<file path="src/rtl/prog_ctr_stack_if.sv">
// Fetch-stage control bus between the decoder and the program counter.
// The master (decoder side) drives the control requests; the slave
// (program counter) drives the PC and the run-status flags.
interface prog_ctr_stack_if #(
   parameter int L = 10,
   parameter int D = 4
);
   localparam int DW = $clog2(D + 1);

   logic          Start;
   logic          Halt;
   logic          BranchAbs;
   logic          BranchRel;
   logic          CondEn;
   logic          Zero;
   logic          Call;
   logic          Ret;
   logic [L-1:0]  Target;
   logic [L-1:0]  ProgCtr;
   logic          Running;
   logic          Done;
   logic          Fault;
   logic [DW-1:0] Depth;

   modport master (
      output Start, Halt, BranchAbs, BranchRel, CondEn, Zero, Call, Ret, Target,
      input  ProgCtr, Running, Done, Fault, Depth
   );

   modport slave (
      input  Start, Halt, BranchAbs, BranchRel, CondEn, Zero, Call, Ret, Target,
      output ProgCtr, Running, Done, Fault, Depth
   );
endinterface

</file>
<file path="src/rtl/prog_ctr_stack.sv">
// Program counter with conditional absolute/relative branches, a hardware
// return-address stack for call/return, and an IDLE/RUN/DONE/FAULT run
// controller. ProgCtr drives the instruction ROM address directly.
module prog_ctr_stack #(
   parameter int           L         = 10,
   parameter int           D         = 4,
   parameter logic [L-1:0] RESET_VEC = '0
) (
   input logic              Clk,
   input logic              Reset,
   prog_ctr_stack_if.slave  bus
);
   localparam int DW = $clog2(D + 1);

   localparam logic [1:0] S_IDLE  = 2'd0;
   localparam logic [1:0] S_RUN   = 2'd1;
   localparam logic [1:0] S_DONE  = 2'd2;
   localparam logic [1:0] S_FAULT = 2'd3;

   logic [1:0]    state_reg, state_next;
   logic [L-1:0]  pc_reg, pc_next;
   logic [DW-1:0] depth_reg, depth_next;
   logic [L-1:0]  stack_reg [D];
   logic [L-1:0]  stack_top;
   logic [L-1:0]  pc_plus1;
   logic          push;
   logic          taken;

   assign pc_plus1 = pc_reg + L'(1);
   assign taken    = ~bus.CondEn | bus.Zero;

   // Select the newest valid return address (entry Depth-1).
   always_comb begin
      stack_top = '0;
      for (int i = 0; i < D; i++) begin
         if (depth_reg == DW'(i + 1)) stack_top = stack_reg[i];
      end
   end

   // Run controller and next-PC selection; in RUN exactly one action
   // fires per edge, highest priority first.
   always_comb begin
      state_next = state_reg;
      pc_next    = pc_reg;
      depth_next = depth_reg;
      push       = 1'b0;
      case (state_reg)
         S_IDLE: begin
            if (bus.Start) state_next = S_RUN;
         end
         S_RUN: begin
            if (bus.Halt) begin
               state_next = S_DONE;
            end else if (bus.Ret) begin
               if (depth_reg == '0) begin
                  state_next = S_FAULT;
               end else begin
                  pc_next    = stack_top;
                  depth_next = depth_reg - DW'(1);
               end
            end else if (bus.Call) begin
               if (depth_reg == DW'(D)) begin
                  state_next = S_FAULT;
               end else begin
                  push       = 1'b1;
                  depth_next = depth_reg + DW'(1);
                  pc_next    = bus.Target;
               end
            end else if (bus.BranchAbs && taken) begin
               pc_next = bus.Target;
            end else if (bus.BranchRel && taken) begin
               // Same-width add is the sign-extended add modulo 2^L.
               pc_next = pc_reg + bus.Target;
            end else begin
               pc_next = pc_plus1;
            end
         end
         S_DONE: begin
            if (bus.Start) begin
               state_next = S_RUN;
               pc_next    = RESET_VEC;
               depth_next = '0;
            end
         end
         default: ;  // FAULT is sticky until Reset
      endcase
   end

   // Control state registers.
   always_ff @(posedge Clk) begin
      if (Reset) begin
         state_reg <= S_IDLE;
         pc_reg    <= RESET_VEC;
         depth_reg <= '0;
      end else begin
         state_reg <= state_next;
         pc_reg    <= pc_next;
         depth_reg <= depth_next;
      end
   end

   // Return-address stack; contents need no reset since Depth gates validity.
   always_ff @(posedge Clk) begin
      for (int i = 0; i < D; i++) begin
         if (push && depth_reg == DW'(i)) stack_reg[i] <= pc_plus1;
      end
   end

   assign bus.ProgCtr = pc_reg;
   assign bus.Depth   = depth_reg;
   assign bus.Running = (state_reg == S_RUN);
   assign bus.Done    = (state_reg == S_DONE);
   assign bus.Fault   = (state_reg == S_FAULT);
endmodule

</file>
<file path="src/flat_wrapper.sv">
// flat-port wrapper written by rule: the top's interface ports become plain ports
module prog_ctr_stack_flat 
#(
   parameter int           L         = 10,
   parameter int           D         = 4,
   parameter logic [L-1:0] RESET_VEC = '0
)
  (Clk, Reset, bus_Start, bus_Halt, bus_BranchAbs, bus_BranchRel, bus_CondEn, bus_Zero, bus_Call, bus_Ret, bus_Target, bus_ProgCtr, bus_Running, bus_Done, bus_Fault, bus_Depth);
  prog_ctr_stack_if #(.L(L), .D(D)) bus_i ();
  input logic Clk;
  input logic Reset;
  input wire logic [$bits(bus_i.Start)-1:0] bus_Start;
  input wire logic [$bits(bus_i.Halt)-1:0] bus_Halt;
  input wire logic [$bits(bus_i.BranchAbs)-1:0] bus_BranchAbs;
  input wire logic [$bits(bus_i.BranchRel)-1:0] bus_BranchRel;
  input wire logic [$bits(bus_i.CondEn)-1:0] bus_CondEn;
  input wire logic [$bits(bus_i.Zero)-1:0] bus_Zero;
  input wire logic [$bits(bus_i.Call)-1:0] bus_Call;
  input wire logic [$bits(bus_i.Ret)-1:0] bus_Ret;
  input wire logic [$bits(bus_i.Target)-1:0] bus_Target;
  output wire logic [$bits(bus_i.ProgCtr)-1:0] bus_ProgCtr;
  output wire logic [$bits(bus_i.Running)-1:0] bus_Running;
  output wire logic [$bits(bus_i.Done)-1:0] bus_Done;
  output wire logic [$bits(bus_i.Fault)-1:0] bus_Fault;
  output wire logic [$bits(bus_i.Depth)-1:0] bus_Depth;
  assign bus_i.Start = bus_Start;
  assign bus_i.Halt = bus_Halt;
  assign bus_i.BranchAbs = bus_BranchAbs;
  assign bus_i.BranchRel = bus_BranchRel;
  assign bus_i.CondEn = bus_CondEn;
  assign bus_i.Zero = bus_Zero;
  assign bus_i.Call = bus_Call;
  assign bus_i.Ret = bus_Ret;
  assign bus_i.Target = bus_Target;
  assign bus_ProgCtr = bus_i.ProgCtr;
  assign bus_Running = bus_i.Running;
  assign bus_Done = bus_i.Done;
  assign bus_Fault = bus_i.Fault;
  assign bus_Depth = bus_i.Depth;
  prog_ctr_stack #(.L(L), .D(D), .RESET_VEC(RESET_VEC)) u_core (.Clk(Clk), .Reset(Reset), .bus(bus_i));
endmodule
</file>
<file path="config.mk">
export PLATFORM = sky130hd
export DESIGN_NAME = prog_ctr_stack_flat
export DESIGN_NICKNAME = d
export VERILOG_FILES = /design/src/rtl/prog_ctr_stack_if.sv /design/src/rtl/prog_ctr_stack.sv /design/src/flat_wrapper.sv
export SDC_FILE = /design/constraint.sdc
export NUM_CORES = 1
export LEC_CHECK = 0
export ABC_AREA = 1
export CORE_ASPECT_RATIO = 0.8
export CORE_MARGIN = 4
export CORE_UTILIZATION = 61
export DETAILED_ROUTE_END_ITERATION = 12
export GPL_TIMING_DRIVEN = 0
export MAX_ROUTING_LAYER = met4
export PLACE_DENSITY = 0.84
export REMOVE_ABC_BUFFERS = 1
export SKIP_LAST_GASP = 1
export SYNTH_ARGS = -nofsm -noshare
export SYNTH_HDL_FRONTEND = slang
export SYNTH_SLANG_ARGS = --single-unit
</file>
<file path="constraint.sdc">
create_clock -name Clk -period 3.95 [get_ports Clk]
set_input_delay 0.79 -clock Clk [delete_from_list [all_inputs] [get_ports Clk]]
set_output_delay 0.79 -clock Clk [all_outputs]
set_load 0.05 [all_outputs]
</file>
==> impl_metrics.json <==
{
  "status": "complete, no violations",
  "grt_setup_unrepaired": "no",
  "synthMuxAreaShare_pct": 0,
  "syn_area_sq_mm": 0.00335,
  "placedInstanceArea_sq_mm": 0.00373,
  "yosysWarnings": 0,
  "path_cells": "clkdlybuf4s50_1 > nor2_1 > nand2_1 > nor3b_2",
  "max-vdd-ir-drop_mv": 0.355,
  "max-slew-margin-rel_pct": 42.0,
  "cts_max_path_buffers": 2,
  "hold_class": "reg2reg",
  "async_flop_share_pct": 0,
  "r2r_slack_ps": 1480,
  "worst_hold_path.endpoint": "u_core.state_reg[1]$_SDFFE_PP0P_",
  "synth_compound_area_share_pct": 13.2,
  "pre_cts_slack_ps": 442,
  "path_max_fanout": 19,
  "tns_ps": 0,
  "final_cell_mix": "nand2_1 (104), a21oi_1 (49), inv_1 (45)",
  "tritoncts": "done",
  "cp.arrival_ps": 2810,
  "clock_skew_ps": 10.9,
  "cts.htree.levels": 2,
  "cts_root_buffer": "clkbuf_8",
  "final_hold_viol_count": 0,
  "cts_resized": 0,
  "grt_max_degree": 22,
  "tightest_slew_ps": 866,
  "whs_path_depth": 2,
  "drv_slew": 0,
  "gr-total-overflow": 0,
  "endpoint_kind": "flop",
  "r2r-end": "u_core.bus.ProgCtr[8]$_SDFFE_PP0P_",
  "start_util_pct": 65.0,
  "ant_nets": 0,
  "core-area_sq_mm": 0.00515,
  "ys.flop_type": "edfxtp_1",
  "portBuffers": 35,
  "layout_commonest_cell": "nand2_1",
  "final.period_utilization_pct": 72.4,
  "wl_per_cell_um": 15.4,
  "routed_via_density": 5.91,
  "die_h_um": 74.2,
  "startpoint_type": "primary input",
  "post-cts-setup-buffers": 0,
  "max_freq_ghz": 0.349,
  "dieArea_sq_mm": 0.00674,
  "route.detailed.drc": 0,
  "worstSetupPathType": "in2reg",
  "grt_pass1_wl_mm": 13.2,
  "synth-simple-area-share_pct": 24.8,
  "cts_buffers": 5,
  "synth_edf_count": 40,
  "cap_violations": 0,
  "design_area_sq_mm": 0.00385,
  "nNetsFinal": 488,
  "synth-adder-area-share_pct": 8.08,
  "hold_buffers": 0,
  "first_iter_violations": 228,
  "io_pins": 36,
  "synth_top_family_by_area": "simple AND/OR/NAND/NOR gates",
  "gp_congestion": 0.863,
  "antenna_found_initial": 0,
  "stdcell_count": 510,
  "synth_area_per_cell_sq_um": 8.02,
  "critical_path_required_ps": 3900,
  "r2r_cells": 12,
  "synthToLayoutAreaGrowth_pct": 15.1,
  "slowest_stage": "clkdlybuf4s50_1",
  "track_usage_pct": 25.2,
  "dpl.hpwl_mm": 5.90,
  "p_per_area_mw_per_mm2": 639,
  "synthXorXnorAreaFrac_pct": 1.83,
  "largest_reg_flops": 40,
  "cts.sinks": 55,
  "fp-row-count": 23,
  "slowest_delay_ps": 810,
  "dp_cells": 502,
  "seq_area_frac_synth_pct": 44.9,
  "synth_cell_types": 32,
  "setup_viol": 0,
  "period_needed_ps": 2860,
  "p_leak_nw": 1.59,
  "synth-seq-cells": 55,
  "fin_ws_ps": 1090,
  "antenna-diode-count": 0,
  "reg2reg_from": "u_core.bus.ProgCtr[0]$_SDFFE_PP0P_",
  "hp-start": "u_core.state_reg[1]$_SDFFE_PP0P_",
  "drt_pre_antenna_iters": 5,
  "wirelength_mm": 7.84,
  "insertion_delay_ps": 310,
  "drive_above_1_share_pct": 5.80,
  "cts.clk_slew.worst_paths_ps": 100,
  "dr_total_vias": 3015,
  "die_x_um": 90.8,
  "grt_pass1_vias": 2872,
  "syn_inst": 417
}
[power by group]
group          switching (mW)  total, mW  internal, mW
logic                   0.840       1.26         0.421
clock network           0.192      0.362         0.170
registers               0.101      0.837         0.735
[synthesized netlist by cell type (2+ instances only)]
library cell / count / area share, %
inv_1: 45 / 5.0
a21oi_1: 49 / 7.3
ha_1: 20 / 7.5
edfxtp_1: 40 / 36
nor3_1: 2 / 0.30
nand4_1: 14 / 2.6
nand3_1: 34 / 5.1
nand2_2: 2 / 0.37
o21ai_2: 2 / 0.52
clkbuf_1: 6 / 0.67
nor2_1: 28 / 3.1
buf_2: 6 / 0.90
a21o_1: 2 / 0.45
a211oi_1: 2 / 0.45
nand2_1: 104 / 12
inv_2: 5 / 0.56
o21ai_1: 7 / 1.0
xnor2_1: 2 / 0.52
o21ai_0: 11 / 1.6
xor2_1: 5 / 1.3
dfxtp_1: 15 / 9.0
nor2_2: 3 / 0.56
o211ai_1: 4 / 0.90
[layout make-up]
type                            instances  area [sq um]
Sequential cell                        55          1500
Fill cell                             401          1300
Multi-Input combinational cell        300          1620
Timing Repair Buffer                   35           350
Clock inverter                          2          20.0
Clock buffer                            6          93.8
Tap cell                               62          77.6
Inverter                               50           188
[through the flow]
stage	utilization (%)	hold WS (ps)	power, mW
after floorplan	-	466	1.73
after global placement	72.2	488	2.05
after detailed placement	72.3	506	2.09
after CTS	74.5	519	2.45
after global routing	74.7	564	2.64
final	74.7	510	2.46
[worst max-delay path by stage]
stage	startpoint	cells past startpoint	end
after global placement	bus_Ret	4	u_core.stack_reg[1][4]$_DFFE_PP_
after floorplan	u_core.bus.Depth[0]$_SDFFE_PP0P_	5	u_core.stack_reg[3][0]$_DFFE_PP_
after CTS	bus_Ret	4	u_core.stack_reg[3][7]$_DFFE_PP_
final	bus_Ret	4	u_core.stack_reg[1][5]$_DFFE_PP_
after detailed placement	bus_Ret	4	u_core.stack_reg[3][1]$_DFFE_PP_
after global routing	bus_Ret	4	u_core.stack_reg[1][6]$_DFFE_PP_
[worst max-delay path: cells and delay by family]
| family | cells | cell delay, ps |
|---|---|---|
| buf+inv | 1 | 810 |
| simple gates | 3 | 1190 |
[routing by layer]
metal / GRT usage (%) / up-vias / wire, um / part of all wire (%)
met1: 32.2 / 1408 / 3480 / 44
met3: 5.66 / 15 / 598 / 7.6
met5: - / - / 0 / 0
li1: - / 1476 / - / -
met4: 6.19 / 0 / 126 / 1.6
met2: 41.5 / 116 / 3640 / 46
[logic make-up (layout without fill, tap and decap cells)]
| logic type | Yosys count | count (layout) |
|---|---|---|
| and+or+nand+nor | 191 | 191 |
| xor gates and xnor gates | 7 | 7 |
| buffers and inverters | 62 | 93 |
| adders and majority gates | 21 | 21 |
| DFF | 55 | 55 |
| AOI/OAI and AO/OA | 81 | 81 |
Note: power is estimated with default switching activity, not from simulation.
